===== src/rtl/lsu_misalign_ctrl.sv =====
// Load/store sequencer: drives a word-organised memory and splits word-crossing accesses
// into two aligned word cycles (or rejects them when ALLOW_MISALIGN is 0).
module lsu_misalign_ctrl #(
   parameter bit ALLOW_MISALIGN = 1'b1
) (
   input  logic        clk,
   input  logic        rst,
   input  logic        req_valid,
   output logic        req_ready,
   input  logic        req_we,
   input  logic [2:0]  req_type,
   input  logic [31:0] req_addr,
   input  logic [31:0] req_wdata,
   output logic        rsp_valid,
   output logic [31:0] rsp_rdata,
   output logic        rsp_err,
   output logic [29:0] mem_addr,
   output logic        mem_we,
   output logic [3:0]  mem_be,
   output logic [31:0] mem_wdata,
   input  logic [31:0] mem_rdata
);

   localparam int unsigned DW = 32;
   localparam int unsigned WAW = 30;

   localparam logic [2:0] T_WORD  = 3'd0;
   localparam logic [2:0] T_HALF  = 3'd1;
   localparam logic [2:0] T_HALFU = 3'd2;
   localparam logic [2:0] T_BYTE  = 3'd3;
   localparam logic [2:0] T_BYTEU = 3'd4;

   typedef enum logic [1:0] {IDLE, ACC1, ACC2, RESP} state_t;

   state_t           r_state;
   logic             r_we;
   logic [2:0]       r_type;
   logic [1:0]       r_off;
   logic             r_cross;
   logic [WAW-1:0]   r_waddr;
   logic [3:0]       r_be_hi;
   logic [DW-1:0]    r_wd_hi;
   logic [DW-1:0]    r_word0;

   logic [3:0]       w_mask;
   logic             w_inv;
   logic             w_cross;
   logic             w_err;
   logic [7:0]       w_be2;
   logic [2*DW-1:0]  w_wd2;
   logic [DW-1:0]    w_lo;
   logic [2*DW-1:0]  w_pair;
   logic [DW-1:0]    w_raw;
   logic [DW-1:0]    w_ldata;

   // Request decode: lane mask, crossing, and both words of lane-shifted enables/data
   always_comb begin
      w_mask = 4'h0;
      w_inv  = 1'b0;
      case (req_type)
         T_WORD:          w_mask = 4'hF;
         T_HALF, T_HALFU: w_mask = 4'h3;
         T_BYTE, T_BYTEU: w_mask = 4'h1;
         default:         w_inv  = 1'b1;
      endcase
      w_cross = ((w_mask == 4'hF) && (req_addr[1:0] != 2'd0)) ||
                ((w_mask == 4'h3) && (req_addr[1:0] == 2'd3));
      w_err   = w_inv || (w_cross && !ALLOW_MISALIGN);
      w_be2   = {4'h0, w_mask} << req_addr[1:0];
      w_wd2   = {32'h0, req_wdata} << {req_addr[1:0], 3'b000};
   end

   // Load assembly: first word is live in ACC1, captured afterwards; second word live in ACC2
   always_comb begin
      w_lo   = (r_state == ACC1) ? mem_rdata : r_word0;
      w_pair = {mem_rdata, w_lo};
      w_raw  = w_pair[6'({r_off, 3'b000}) +: DW];
      case (r_type)
         T_WORD:  w_ldata = w_raw;
         T_HALF:  w_ldata = {{16{w_raw[15]}}, w_raw[15:0]};
         T_HALFU: w_ldata = {16'h0, w_raw[15:0]};
         T_BYTE:  w_ldata = {{24{w_raw[7]}}, w_raw[7:0]};
         T_BYTEU: w_ldata = {24'h0, w_raw[7:0]};
         default: w_ldata = '0;
      endcase
   end

   always_ff @(posedge clk or posedge rst) begin
      if (rst) begin
         r_state   <= IDLE;
         r_we      <= 1'b0;
         r_type    <= '0;
         r_off     <= '0;
         r_cross   <= 1'b0;
         r_waddr   <= '0;
         r_be_hi   <= '0;
         r_wd_hi   <= '0;
         r_word0   <= '0;
         req_ready <= 1'b1;
         rsp_valid <= 1'b0;
         rsp_rdata <= '0;
         rsp_err   <= 1'b0;
         mem_addr  <= '0;
         mem_we    <= 1'b0;
         mem_be    <= '0;
         mem_wdata <= '0;
      end else begin
         case (r_state)
            IDLE: begin
               if (req_valid && req_ready) begin
                  r_we      <= req_we;
                  r_type    <= req_type;
                  r_off     <= req_addr[1:0];
                  r_cross   <= w_cross;
                  r_waddr   <= req_addr[31:2];
                  r_be_hi   <= w_be2[7:4];
                  r_wd_hi   <= w_wd2[2*DW-1:DW];
                  req_ready <= 1'b0;
                  if (w_err) begin
                     r_state   <= RESP;
                     rsp_valid <= 1'b1;
                     rsp_err   <= 1'b1;
                     rsp_rdata <= '0;
                  end else begin
                     r_state   <= ACC1;
                     mem_addr  <= req_addr[31:2];
                     mem_be    <= w_be2[3:0];
                     mem_wdata <= w_wd2[DW-1:0];
                     mem_we    <= req_we;
                  end
               end
            end
            ACC1: begin
               r_word0 <= mem_rdata;
               if (r_cross) begin
                  r_state   <= ACC2;
                  mem_addr  <= r_waddr + WAW'(1);
                  mem_be    <= r_be_hi;
                  mem_wdata <= r_wd_hi;
               end else begin
                  r_state   <= RESP;
                  mem_we    <= 1'b0;
                  mem_be    <= '0;
                  rsp_valid <= 1'b1;
                  rsp_err   <= 1'b0;
                  rsp_rdata <= r_we ? '0 : w_ldata;
               end
            end
            ACC2: begin
               r_state   <= RESP;
               mem_we    <= 1'b0;
               mem_be    <= '0;
               rsp_valid <= 1'b1;
               rsp_err   <= 1'b0;
               rsp_rdata <= r_we ? '0 : w_ldata;
            end
            RESP: begin
               r_state   <= IDLE;
               rsp_valid <= 1'b0;
               rsp_err   <= 1'b0;
               rsp_rdata <= '0;
               req_ready <= 1'b1;
            end
            default: r_state <= IDLE;
         endcase
      end
   end

endmodule

===== config.mk =====
export PLATFORM = sky130hd
export DESIGN_NAME = lsu_misalign_ctrl
export DESIGN_NICKNAME = d
export VERILOG_FILES = /design/src/rtl/lsu_misalign_ctrl.sv
export SDC_FILE = /design/constraint.sdc
export NUM_CORES = 1
export LEC_CHECK = 0
export BUFFER_PORTS_ARGS = -buffer_cell sky130_fd_sc_hd__buf_2
export CORE_MARGIN = 10
export CORE_UTILIZATION = 56
export CTS_CLUSTER_SIZE = 12
export DETAILED_ROUTE_END_ITERATION = 8
export GPL_TIMING_DRIVEN = 0
export PLACE_DENSITY = 0.83
export SLEW_MARGIN = 20
export SYNTH_ARGS = -nofsm -noshare
export SYNTH_HDL_FRONTEND = slang
export SYNTH_SLANG_ARGS = --single-unit
export TNS_END_PERCENT = 10

===== constraint.sdc =====
create_clock -name clk -period 7.3 [get_ports clk]
set_clock_uncertainty 0.15 [all_clocks]
set_input_delay 0.73 -clock clk [delete_from_list [all_inputs] [get_ports clk]]
set_output_delay 0.73 -clock clk [all_outputs]
set_load 0.01 [all_outputs]

# --- Word-level counts from Yosys, hierarchy flattened ---
# Cells that the tools add are included.
word_totals:
  register_bits: 209
  inputBits: 103
  output_inout_bits: 102
  wordCells: 96
classes:
  add_sub_neg: 1
  eq_ne: 19
  shifts: 3
  n_mux: 35
  reduce_logical: 21
op_table:
  columns: ["operator", "n"]
  rows:
  - ["2-to-1 mux 32 bit", 8]
  - ["one-hot mux 32 bit (5 select lines)", 1]
  - ["one-hot mux 32 bit (4 select lines)", 1]
  - ["2-to-1 mux 30 bit", 3]
  - ["one-hot mux 32 bit (2 select lines)", 1]
  - ["variable part select 64 x 6 -> 32 bit", 1]
  - ["<< shifter 32 x 5 -> 64 bit", 1]
  - ["one-hot mux 30 bit (2 select lines)", 1]
  - ["adder 30 x 1 -> 30 bit, second input constant", 1]
  - ["one-hot mux 4 bit (3 select lines)", 2]
  - ["== test 3 x 2 -> 1 bit, second input constant", 4]
  - ["2-to-1 mux 4 bit", 3]
  - ["!= test 2 bit, second input constant", 5]
  - ["2-to-1 mux 1 bit", 8]
  - ["one-hot mux 2 bit (4 select lines)", 1]
  - ["AND reduction 4 bit", 2]
  - ["<< shifter 4 x 2 -> 8 bit", 1]
  - ["== test 2 bit, second input constant", 3]
  - ["== test 3 x 1 -> 1 bit, second input constant", 2]
  - ["== test 3 bit, second input constant", 2]
  - ["zero test 3 bit", 2]
  - ["one-hot mux 1 bit (3 select lines)", 2]
  - ["AND reduction 3 bit", 2]
  - ["nonzero test 2 bit", 3]
  - ["13 further kinds", 19]

# --- Longest topological paths before layout ---
# Gate-level depths: netlist (run 1).
depth:
  ltp_word: 7
  mapped_depth: 10
  mapped_depth_nobuf: 7

# --- Least setup slack after synthesis (run 1) ---
# No wires, ideal clock.
synth_path:
  path_type: "input port to flip-flop"
  startpoint: "input req_type[1]"
  endpoint: "register rsp_rdata[23]"
  setup_ns: 0.126
  t_arrival_ns: 2.110
  t_required_ns: 7.024
  setup_slack_ns: 4.914
  stages: 8
  n_path_buf: 3
  path_cell_list: "buf_2 > o2111ai_1 > a21o_1 > buf_2 > nor2_1 > o2111a_2 > buf_6 > a221o_1"
synth_between:
  elab_chain_len: 4
  elab_cells_between_ends: 8
  cone_classes: "5 x eq/ne; 3 x reduce/logical"
synth_rtl:
  columns: ["item", "line", "source"]
  rows:
  - ["start: declaration", "11", "input logic [2:0] req_type,"]
  - ["== test 3 x 2 -> 1 bit, or another cell as far along", "60", "case (req_type)"]
  - ["OR reduction 5 bit (no line) (*)", null, null]
  - ["!= test 2 bit (no line) (*)", null, null]
  - ["AND reduction 3 bit (no line) (*)", null, null]
  - ["end signal: assignment", "146", "rsp_rdata <= r_we ? '0 : w_ldata;"]
  - ["end signal: assignment", "155", "rsp_rdata <= r_we ? '0 : w_ldata;"]
  - ["end: declaration", "15", "output logic [31:0] rsp_rdata,"]
# Every way passes the cells marked *; elsewhere a longest branch is shown, timed or not.
# A chain may end at the register's enable or synchronous reset.

# --- Worst setup path after layout (run 1) ---
layout_path:
  startpoint: "register r_state[1]"
  endpoint: "register mem_wdata[0]"
layout_between:
  elab_chain_len: 3
  elab_cells_between_ends: 8
  cone_classes: "4 x eq/ne; 1 x mux; 3 x reduce/logical"
layout_rtl:
  columns: ["item", "line", "source"]
  rows:
  - ["start: declaration", "35", "state_t r_state;"]
  - ["start signal: assignment", "90", "r_state <= IDLE;"]
  - ["start signal: assignment", "120", "r_state <= RESP;"]
  - ["start signal: assignment", "125", "r_state <= ACC1;"]
  - ["== test 2 x 1 -> 1 bit or zero test 2 bit (tied branches)", "108", "case (r_state)"]
  - ["!= test 2 bit (no line) or nonzero test 2 bit (tied branches)", null, null]
  - ["AND reduction 4 bit (no line)", null, null]
  - ["end signal: assignment", "128", "mem_wdata <= w_wd2[DW-1:0];"]
  - ["end signal: assignment", "139", "mem_wdata <= r_wd_hi;"]
  - ["end: declaration", "20", "output logic [31:0] mem_wdata,"]
# Several ways; a longest one is shown, not always the timed one.

==> impl_metrics.env, run 1 <==
export IMPL_hold_buffers=0
export IMPL_cp_end_kind="flip-flop"
export IMPL_synth_xor_xnor_area_share=0.0212
export IMPL_hold_class="input port to asynchronous set/reset pin"
export IMPL_clkTransAtPathRegs_ns=0.08
export IMPL_path_cells="inv_1 > ha_1 > buf_6 > buf_6 > buf_4 > buf_2 > nor3_1 > a22oi_1 > o21ai_0"
export IMPL_drv_cap=0
export IMPL_status="finished clean"
export IMPL_port_buffers=202
export IMPL_avgSynthCellArea_um2=10.3
export IMPL_drt_initial_drc_count=863
export IMPL_cp_required_ns=7.50
export IMPL_synth_edf_count=0
export IMPL_vias_per_cell=6.18
export IMPL_ys_seq_area_frac=0.485
export IMPL_dr_pass1_iters=5
export IMPL_path_class="flip-flop to flip-flop"
export IMPL_place_hpwl_mm=23.5
export IMPL_die_w_um=156
export IMPL_grt_ovfl_total=0
export IMPL_h_tree_depth=4
export IMPL_cts_root_buf="clkbuf_16"
export IMPL_pwr_density_cell_nw_per_um2=431
export IMPL_slowest_delay_ns=1.00
export IMPL_setup_ws_ns=4.20
export IMPL_antenna_found_initial=2
export IMPL_num_rows=49
export IMPL_synthArstFlopShare=1.00
export IMPL_crit_top_cell="buf_6"
export IMPL_cp_num_buf_inv=5
export IMPL_grt_pass1_vias=9210
export IMPL_fin_crit_ns=3.10
export IMPL_place_gp_congestion=0.950
export IMPL_synth_simple_area_share=0.152
export IMPL_final_cell_mix="nand2_1 (224), buf_2 (224), dfrtp_1 (199), o21ai_0 (75)"
export IMPL_leakage_nw=5.96
export IMPL_start_util=0.572
export IMPL_die_area_um2=24300
export IMPL_setup_viol=0
export IMPL_ir_drop_mv=0.241
export IMPL_post_cts_resized=0
export IMPL_cts_sinks=200
export IMPL_relSlewSlack=0.176
export IMPL_grt_pass1_wl_mm=50.0
export IMPL_synthAdderAreaFrac=0.00485
export IMPL_synthMuxAreaShare=0.164
export IMPL_worst_ep_arrival_time_ns=3.30
export IMPL_numCtsBuffers=17
export IMPL_worstMarginPinSlew_ns=1.23
export IMPL_clkLatencyLatePin_ns=0.44
export IMPL_syn_to_final_growth_pct=18.6
export IMPL_fp_coreArea_um2=18000
export IMPL_synthesis_nets=1112
export IMPL_nets=1334
export IMPL_vias=9096
export IMPL_wl_per_cell_um=21.7
export IMPL_start_kind="flip-flop"
export IMPL_setup_tns_final_ns=0
export IMPL_die_h_um=156
export IMPL_ys_types=56
export IMPL_drive_gt1_frac=0.284
export IMPL_wirelength_mm=31.9
export IMPL_post_cts_setup_buffers=0
export IMPL_pin_count=205
export IMPL_track_usage=0.257
export IMPL_ys_seq_elements=200
export IMPL_fin_crit_sh=0.424
export IMPL_ys_warn_count=0
export IMPL_cts_buffer_depth=2
export IMPL_synthesis_instances=1005
export IMPL_grt_setup_unrepaired="false"
export IMPL_place_ws_ns=4.26
export IMPL_critPathSlowestCell="nor3_1"
export IMPL_drtAntennaViolNets=0
export IMPL_synth_top_flop_cell="dfrtp_1"
export IMPL_cp_max_fo=10
export IMPL_synth_top_family_by_area="multiplexers"
export IMPL_cts_tree="done"
export IMPL_cp_top_family="simple AND/OR/NAND/NOR gates"
export IMPL_timing_fmax_mhz=323
export IMPL_netlist_area_um2=10300
export IMPL_finalHoldViolations=0
export IMPL_synth_compound_area_frac=0.137
export IMPL_drc=0
export IMPL_grt_max_degree=103
export IMPL_slew_violations=0
[stage by stage]
stage / std cells / area [um^2] / power (W) / hold WS (ns) / utilization
2_1_floorplan: 1005 / 10300 / 0.00351 / 0.288 / -
3_3_place_gp: 1436 / 11600 / 0.00421 / 0.300 / 0.644
3_5_place_dp: 1437 / 11600 / 0.00431 / 0.306 / 0.646
4_1_cts: 1469 / 12200 / 0.00526 / 0.286 / 0.679
5_1_grt: 1470 / 12200 / 0.00560 / 0.307 / 0.679
6_report: 1471 / 12200 / 0.00528 / 0.235 / 0.679
[power breakdown]
| part | total [W] | leakage (nW) | switching (W) | internal, W |
|---|---|---|---|---|
| clock network | 0.000930 | 0.275 | 0.000473 | 0.000457 |
| logic | 0.00247 | 3.15 | 0.00143 | 0.00104 |
| registers | 0.00188 | 2.53 | 0.000314 | 0.00157 |
| total | 0.00528 | 5.96 | 0.00221 | 0.00306 |
[Yosys cell counts, types with 15 or more instances]
cell type,n,area share
a21oi_1,16,0.0078
a221o_1,17,0.016
a22oi_1,19,0.014
buf_2,22,0.011
clkbuf_1,34,0.012
dfrtp_1,199,0.48
mux2_2,58,0.063
mux2i_1,58,0.056
mux4_2,19,0.041
nand2_1,224,0.081
nand3_1,24,0.012
nor2_1,38,0.014
o21ai_0,75,0.036
xor2_1,15,0.013
[worst paths after layout]
| path | startpoint | to | slack, ns | cells after the start |
|---|---|---|---|---|
| hold reg to reg | r_wd_hi[16]$_DFFE_PP0P_ | r_wd_hi[16]$_DFFE_PP0P_ | 0.32 | 2 |
| hold / removal | rst | mem_wdata[10]$_DFFE_PP0P_ | 0.24 | 2 |
| min in group clk | r_wd_hi[16]$_DFFE_PP0P_ | r_wd_hi[16]$_DFFE_PP0P_ | 0.32 | 2 |
| max in group asynchronous | rst | rsp_err$_DFFE_PP0P_ | 5.83 | 3 |
| setup reg to reg | r_state[1]$_DFFE_PP0N_ | mem_wdata[0]$_DFFE_PP0P_ | 4.20 | 9 |
| setup / recovery | r_state[1]$_DFFE_PP0N_ | mem_wdata[0]$_DFFE_PP0P_ | 4.20 | 9 |
[worst register-to-register path, stage by stage, from the launching register on]
cell and delay [ns]:
dfrtp_1 0.41, inv_1 0.08, ha_1 0.19, buf_6 0.15
buf_6 0.16, buf_4 0.20, buf_2 0.22, nor3_1 1.00
a22oi_1 0.22, o21ai_0 0.25
[state kept, by name, summed over array words and instances, names as in the netlist]
| register | flops |
|---|---|
| rsp_rdata | 32 |
| mem_be | 4 |
| r_state | 2 |
| r_be_hi | 3 |
| req_ready | 1 |
| rsp_err | 1 |
| mem_addr | 30 |
| r_we | 1 |
| mem_wdata | 32 |
| r_waddr | 30 |
| r_wd_hi | 24 |
| r_word0 | 32 |
| r_off | 2 |
| mem_we | 1 |
| r_cross | 1 |
| r_type | 3 |
| rsp_valid | 1 |
[cell type report]
| cell class | count | area, um^2 |
|---|---|---|
| Inverter | 13 | 56.3 |
| Buffer | 70 | 320 |
| Multi-Input combinational cell | 722 | 4940 |
| Sequential cell | 200 | 5010 |
| Tap cell | 229 | 287 |
| Clock buffer | 17 | 425 |
| Timing Repair Buffer | 203 | 1040 |
| Fill cell | 1376 | 5790 |
| Antenna cell | 2 | 5.00 |
| Clock inverter | 15 | 158 |
[logic make-up (layout without fill, tap and decap cells)]
kind of cell / count (synthesis) / after routing
AO/OA/AOI/OAI: 207 / 207
XOR/XNOR: 25 / 25
adder cells (fa/ha/maj): 4 / 4
buffers and inverters: 83 / 318
flip-flops: 200 / 200
multiplexers: 137 / 137
other: 0 / 2
AND/OR/NAND/NOR: 349 / 349
[routing by layer]
metal | vias up | GRT usage | wire [um]
met5 | - | 0 | 0
met1 | 4443 | 0.339 | 12800
li1 | 4046 | - | -
met4 | 0 | 0.0945 | 851
met2 | 544 | 0.397 | 15000
met3 | 63 | 0.0711 | 3310
(Power assumes the default switching activity.)
==> run 2: changes to the inputs <==
--- a/config.mk
+++ b/config.mk
@@ -7,11 +7,11 @@
 export LEC_CHECK = 0
 export BUFFER_PORTS_ARGS = -buffer_cell sky130_fd_sc_hd__buf_2
 export CORE_MARGIN = 10
-export CORE_UTILIZATION = 56
+export CORE_UTILIZATION = 50
 export CTS_CLUSTER_SIZE = 12
 export DETAILED_ROUTE_END_ITERATION = 8
 export GPL_TIMING_DRIVEN = 0
-export PLACE_DENSITY = 0.83
+export PLACE_DENSITY = 0.78
 export SLEW_MARGIN = 20
 export SYNTH_ARGS = -nofsm -noshare
 export SYNTH_HDL_FRONTEND = slang
==> constraint.sdc (replaced) <==
create_clock -name clk -period 2.6 [get_ports clk]
set_clock_uncertainty 0.15 [all_clocks]
set_input_delay 0.26 -clock clk [delete_from_list [all_inputs] [get_ports clk]]
set_output_delay 0.26 -clock clk [all_outputs]
set_load 0.01 [all_outputs]
==> impl_metrics.env, run 2 (synthesized netlist as in run 1, its figures left out) <==
export IMPL_drv_cap=0
export IMPL_place_hpwl_mm=23.5
export IMPL_fin_crit_sh=1.01
export IMPL_fin_crit_ns=2.62
export IMPL_cts_buffer_depth=2
export IMPL_cts_sinks=200
export IMPL_cp_num_buf_inv=3
export IMPL_cp_max_fo=10
export IMPL_clkTransAtPathRegs_ns=0.08
export IMPL_drive_gt1_frac=0.289
export IMPL_drt_initial_drc_count=855
export IMPL_stdcell_area_um2=13400
export IMPL_final_cell_mix="nand2_1 (223), buf_2 (222), dfrtp_1 (199), dlygate4sd3_1 (80), o21ai_0 (74)"
export IMPL_grt_pass1_wl_mm=52.6
export IMPL_wl_per_cell_um=20.7
export IMPL_slowest_delay_ns=0.58
export IMPL_die_w_um=164
export IMPL_cts_root_buf="clkbuf_16"
export IMPL_grt_ovfl_total=0
export IMPL_hold_class="input port to flip-flop"
export IMPL_path_cells="ha_1 > buf_6 > and2_1 > a21o_1 > buf_2 > nor4b_4 > inv_1 > o31ai_1"
export IMPL_leakage_nw=6.45
export IMPL_start_util=0.508
export IMPL_h_tree_depth=4
export IMPL_numCtsBuffers=17
export IMPL_cp_top_family="simple AND/OR/NAND/NOR gates"
export IMPL_ir_drop_mv=0.640
export IMPL_die_h_um=164
export IMPL_nets=1431
export IMPL_dr_pass1_iters=5
export IMPL_fp_coreArea_um2=20300
export IMPL_cp_end_kind="flip-flop"
export IMPL_track_usage=0.245
export IMPL_violations="negative setup slack"
export IMPL_antenna_found_initial=1
export IMPL_worstMarginPinSlew_ns=0.738
export IMPL_wirelength_mm=33.3
export IMPL_clkLatencyLatePin_ns=0.44
export IMPL_grt_pass1_vias=9749
export IMPL_vias=9476
export IMPL_drtAntennaViolNets=0
export IMPL_start_kind="flip-flop"
export IMPL_vias_per_cell=5.89
export IMPL_fin_total_pwr_w=0.0153
export IMPL_cp_required_ns=2.80
export IMPL_num_rows=52
export IMPL_worst_ep_arrival_time_ns=2.82
export IMPL_setup_ws_ns=-0.0190
export IMPL_status="finished, violations left"
export IMPL_drc=0
export IMPL_timing_fmax_mhz=382
export IMPL_die_area_um2=26800
export IMPL_path_class="flip-flop to flip-flop"
export IMPL_cts_tree="done"
export IMPL_port_buffers=202
export IMPL_placed_area_um2=11800
export IMPL_relSlewSlack=0.508
export IMPL_grt_setup_unrepaired="true"
export IMPL_nFillCells=1568
export IMPL_slew_violations=0
export IMPL_pwr_density_cell_nw_per_um2=1140
export IMPL_pin_count=205
export IMPL_place_gp_congestion=0.908
export IMPL_finalHoldViolations=0
export IMPL_syn_to_final_growth_pct=30.1
export IMPL_critPathSlowestCell="nor4b_4"
export IMPL_final_common_cell="nand2_1"
export IMPL_setup_viol=3
export IMPL_grt_max_degree=33
export IMPL_top_regs="mem_wdata: 32 flops, r_word0: 32 flops, rsp_rdata: 32 flops"
-- run 2: worst register-to-register path, cell delays in order, from the launching register on --
cell	delay (ns)
dfrtp_1	0.42
ha_1	0.22
buf_6	0.14
and2_1	0.20
a21o_1	0.22
buf_2	0.22
nor4b_4	0.58
inv_1	0.13
o31ai_1	0.27
-- run 2: stage by stage --
stage           util  TNS, ns  setup WS, ns  cells  hold slack (ns)
2_1_floorplan      -   -79.11        -0.398   1005            0.215
3_3_place_gp   0.575  -335.09         -1.65   1477            0.301
3_5_place_dp   0.582    -9.95        -0.365   1484            0.159
4_1_cts        0.654   -0.124       -0.0582   1596          0.00595
5_1_grt        0.661    -1.18        -0.107   1607           0.0276
6_report       0.661  -0.0269       -0.0190   1609           0.0116
-- run 2: per-layer routing --
metal	up-vias	wire, um	part of all wire	GRT usage
li1	4248	-	-	-
met4	0	923	0.028	0.0857
met3	76	2880	0.087	0.0574
met2	490	16100	0.49	0.403
met1	4662	13300	0.40	0.311
met5	-	0	0	0
-- run 2: what timing repair did --
action                                  in CTS  in global routing
hold buffers                                80                  0
gates cloned                                 0                  1
gates resized for setup                     13                 20
endpoints found under the setup margin      81                 98
buffers inserted                             0                 12
endpoints found under the hold margin      107                  0
pin swaps                                    0                  3
-- run 2: final timing paths --
check                                   startpoint                         to  slack (ns)  depth (start not counted)
setup / recovery            r_state[0]$_DFFE_PP0N_  rsp_rdata[15]$_DFFE_PP0P_       -0.02                          8
min in group asynchronous                      rst  mem_wdata[10]$_DFFE_PP0P_        0.23                          3
hold / removal                        req_wdata[2]   mem_wdata[2]$_DFFE_PP0P_        0.01                          3
setup reg to reg            r_state[0]$_DFFE_PP0N_  rsp_rdata[15]$_DFFE_PP0P_       -0.02                          8
hold reg to reg            r_wd_hi[18]$_DFFE_PP0P_    r_wd_hi[18]$_DFFE_PP0P_        0.32                          2
max in group asynchronous                      rst      req_ready$_DFFE_PP1P_        1.03                          6
-- run 2: area by class of cell --
class | instances | area [um^2] | share of cell area
repair buffers | 302 | 2060 | 0.154
well taps | 270 | 338 | 0.0252
flip-flops and latches | 200 | 5010 | 0.373
inverters | 13 | 52.6 | 0.00392
plain buffers | 68 | 330 | 0.0246
multi-input cells | 722 | 5020 | 0.374
clock inverters | 15 | 184 | 0.0137
clock buffers | 17 | 425 | 0.0317
diodes | 2 | 5.00 | 0.000373
-- run 2: power by group --
group	leakage, nW	total (W)	internal [W]	switching (W)
Clock	0.294	0.00270	0.00130	0.00140
Sequential	2.53	0.00525	0.00440	0.000855
Combinational	3.62	0.00737	0.00324	0.00413
Total	6.45	0.0153	0.00894	0.00638
==> run 3: changes to the inputs <==
--- a/config.mk
+++ b/config.mk
@@ -7,11 +7,11 @@
 export LEC_CHECK = 0
 export BUFFER_PORTS_ARGS = -buffer_cell sky130_fd_sc_hd__buf_2
 export CORE_MARGIN = 10
-export CORE_UTILIZATION = 50
+export CORE_UTILIZATION = 56
 export CTS_CLUSTER_SIZE = 12
 export DETAILED_ROUTE_END_ITERATION = 8
 export GPL_TIMING_DRIVEN = 0
-export PLACE_DENSITY = 0.78
+export PLACE_DENSITY = 0.83
 export SLEW_MARGIN = 20
 export SYNTH_ARGS = -nofsm -noshare
 export SYNTH_HDL_FRONTEND = slang
==> constraint.sdc (replaced) <==
create_clock -name clk -period 2.7 [get_ports clk]
set_clock_uncertainty 0.15 [all_clocks]
set_input_delay 0.27 -clock clk [delete_from_list [all_inputs] [get_ports clk]]
set_output_delay 0.27 -clock clk [all_outputs]
set_load 0.01 [all_outputs]
==> impl_metrics.env, run 3 (synthesized netlist as in run 1, its figures left out) <==
export IMPL_final_cell_mix="nand2_1 (224), buf_2 (222), dfrtp_1 (199), o21ai_0 (75), dlygate4sd3_1 (70)"
export IMPL_grt_pass1_wl_mm=52.3
export IMPL_switching_power_w=0.00603
export IMPL_pin_count=205
export IMPL_cp_max_fo=10
export IMPL_grt_setup_unrepaired="true"
export IMPL_pwr_density_cell_nw_per_um2=1110
export IMPL_drive_gt1_frac=0.281
export IMPL_cts_sinks=200
export IMPL_track_usage=0.267
export IMPL_setup_viol=0
export IMPL_clock_power_share=0.173
export IMPL_h_tree_depth=4
export IMPL_drt_initial_drc_count=960
export IMPL_drc=0
export IMPL_place_hpwl_mm=23.8
export IMPL_syn_to_final_growth_pct=27.3
export IMPL_die_area_um2=24300
export IMPL_cp_end_kind="flip-flop"
export IMPL_hold_depth=3
export IMPL_dr_pass1_iters=9
export IMPL_finalHoldViolations=0
export IMPL_power_frac_comb=0.477
export IMPL_cts_tree="done"
export IMPL_holdWs_ns=0.0172
export IMPL_worstMarginPinSlew_ns=0.818
export IMPL_nets=1412
export IMPL_die_h_um=156
export IMPL_wirelength_mm=33.2
export IMPL_final_core_util=0.728
export IMPL_ff2ff_path_depth=9
export IMPL_swShare=0.414
export IMPL_clkTransAtPathRegs_ns=0.08
export IMPL_start_kind="flip-flop"
export IMPL_internal_power_w=0.00852
export IMPL_final_common_cell="nand2_1"
export IMPL_vias_per_cell=6.15
export IMPL_reg2reg_slack_ns=0.04
export IMPL_fp_coreArea_um2=18000
export IMPL_place_inst=1443
export IMPL_numCtsBuffers=17
export IMPL_r2r_start="r_state[1]$_DFFE_PP0N_"
export IMPL_grt_max_degree=34
export IMPL_path_class="flip-flop to flip-flop"
export IMPL_fin_crit_ns=2.66
export IMPL_ir_drop_mv=0.636
export IMPL_place_gp_congestion=0.904
export IMPL_worstHoldStart="req_wdata[16]"
export IMPL_vias=9502
export IMPL_fin_total_pwr_w=0.0145
export IMPL_cts_buffer_depth=2
export IMPL_grt_ovfl_total=0
export IMPL_clkLatencyLatePin_ns=0.44
export IMPL_antenna_found_initial=1
export IMPL_hold_class="input port to flip-flop"
export IMPL_timing_fmax_mhz=376
export IMPL_grt_pass1_vias=9728
export IMPL_setup_tns_final_ns=0
export IMPL_top_regs="mem_wdata: 32 flops, r_word0: 32 flops, rsp_rdata: 32 flops"
export IMPL_r2r_end="rsp_rdata[20]$_DFFE_PP0P_"
export IMPL_cts_root_buf="clkbuf_16"
export IMPL_relSlewSlack=0.451
export IMPL_wl_per_cell_um=21.5
export IMPL_seqPwrFrac=0.350
export IMPL_leakage_nw=6.33
export IMPL_fin_crit_sh=0.986
export IMPL_worst_ep_arrival_time_ns=2.83
export IMPL_drv_cap=0
export IMPL_port_buffers=202
export IMPL_hold_end="r_wd_hi[0]$_DFFE_PP0P_"
export IMPL_num_rows=49
export IMPL_drtAntennaViolNets=0
export IMPL_cp_required_ns=2.87
export IMPL_start_util=0.572
export IMPL_final_instance_count_excl_fill=1546
export IMPL_die_w_um=156
export IMPL_status="finished clean"
export IMPL_slew_violations=0
==> run 3: final cells by class <==
| type | count | area [um^2] |
|---|---|---|
| antenna | 1 | 2.50 |
| buffer | 68 | 333 |
| clock buffer | 17 | 425 |
| clock inverter | 13 | 141 |
| fill | 1235 | 4890 |
| inverter | 13 | 52.6 |
| multi-input combinational | 722 | 4990 |
| sequential | 200 | 5010 |
| tap | 229 | 287 |
| timing repair buffer | 283 | 1900 |
==> run 3: critical path: stages (launching register included) <==
cell,delay [ns]
dfrtp_1,0.42
inv_1,0.10
ha_1,0.16
buf_6,0.15
mux4_2,0.54
nand2_1,0.09
o21ai_0,0.14
o2111a_2,0.36
buf_6,0.16
a221o_1,0.28
==> run 3: power by group through the flow <==
stage | sequential, W | combinational (W) | clock, W
5_1_grt | 0.00521 | 0.00755 | 0.00264
3_3_place_gp | 0.00501 | 0.00635 | 0
3_5_place_dp | 0.00508 | 0.00657 | 0
6_report | 0.00510 | 0.00694 | 0.00251
4_1_cts | 0.00505 | 0.00673 | 0.00251
2_1_floorplan | 0.00517 | 0.00431 | 0
==> run 3: repair_timing <==
action                                 CTS  global route
cloned                                   0             0
hold buffers                            70             0
endpoints found under the hold margin   83             0
resized for setup                        6            13
setup endpoints to repair               53            68
pin swaps                                0             2
buffers inserted                         0             4
==> run 3: how the worst max path moves through the flow <==
stage	from	to	cells after the start
detailed placement	r_state[1]$_DFFE_PP0N_	mem_wdata[3]$_DFFE_PP0P_	9
floorplan	rst	mem_addr[0]$_DFFE_PP0P_	1
global route	r_state[1]$_DFFE_PP0N_	rsp_rdata[20]$_DFFE_PP0P_	9
global placement	rst	r_waddr[4]$_DFFE_PP0P_	2
CTS	r_state[0]$_DFFE_PP0N_	r_waddr[9]$_DFFE_PP0P_	9
finish	r_state[1]$_DFFE_PP0N_	rsp_rdata[20]$_DFFE_PP0P_	9
==> run 3: through the flow <==
step	worst slack [ns]	instance area, um^2
after global routing	-0.0837	13100
after detailed placement	-0.186	11800
final	0.0387	13100
after global placement	-1.54	11600
after floorplan	-0.308	10300
after CTS	0.00539	13100
==> run 3: metal layers <==
layer  GRT usage  vias to the layer above  wire length [um]
met3      0.0755                       90              3210
met5           0                        -                 0
met4      0.0931                        0              1090
met1       0.342                     4646             13200
li1            -                     4205                 -
met2       0.426                      561             15600
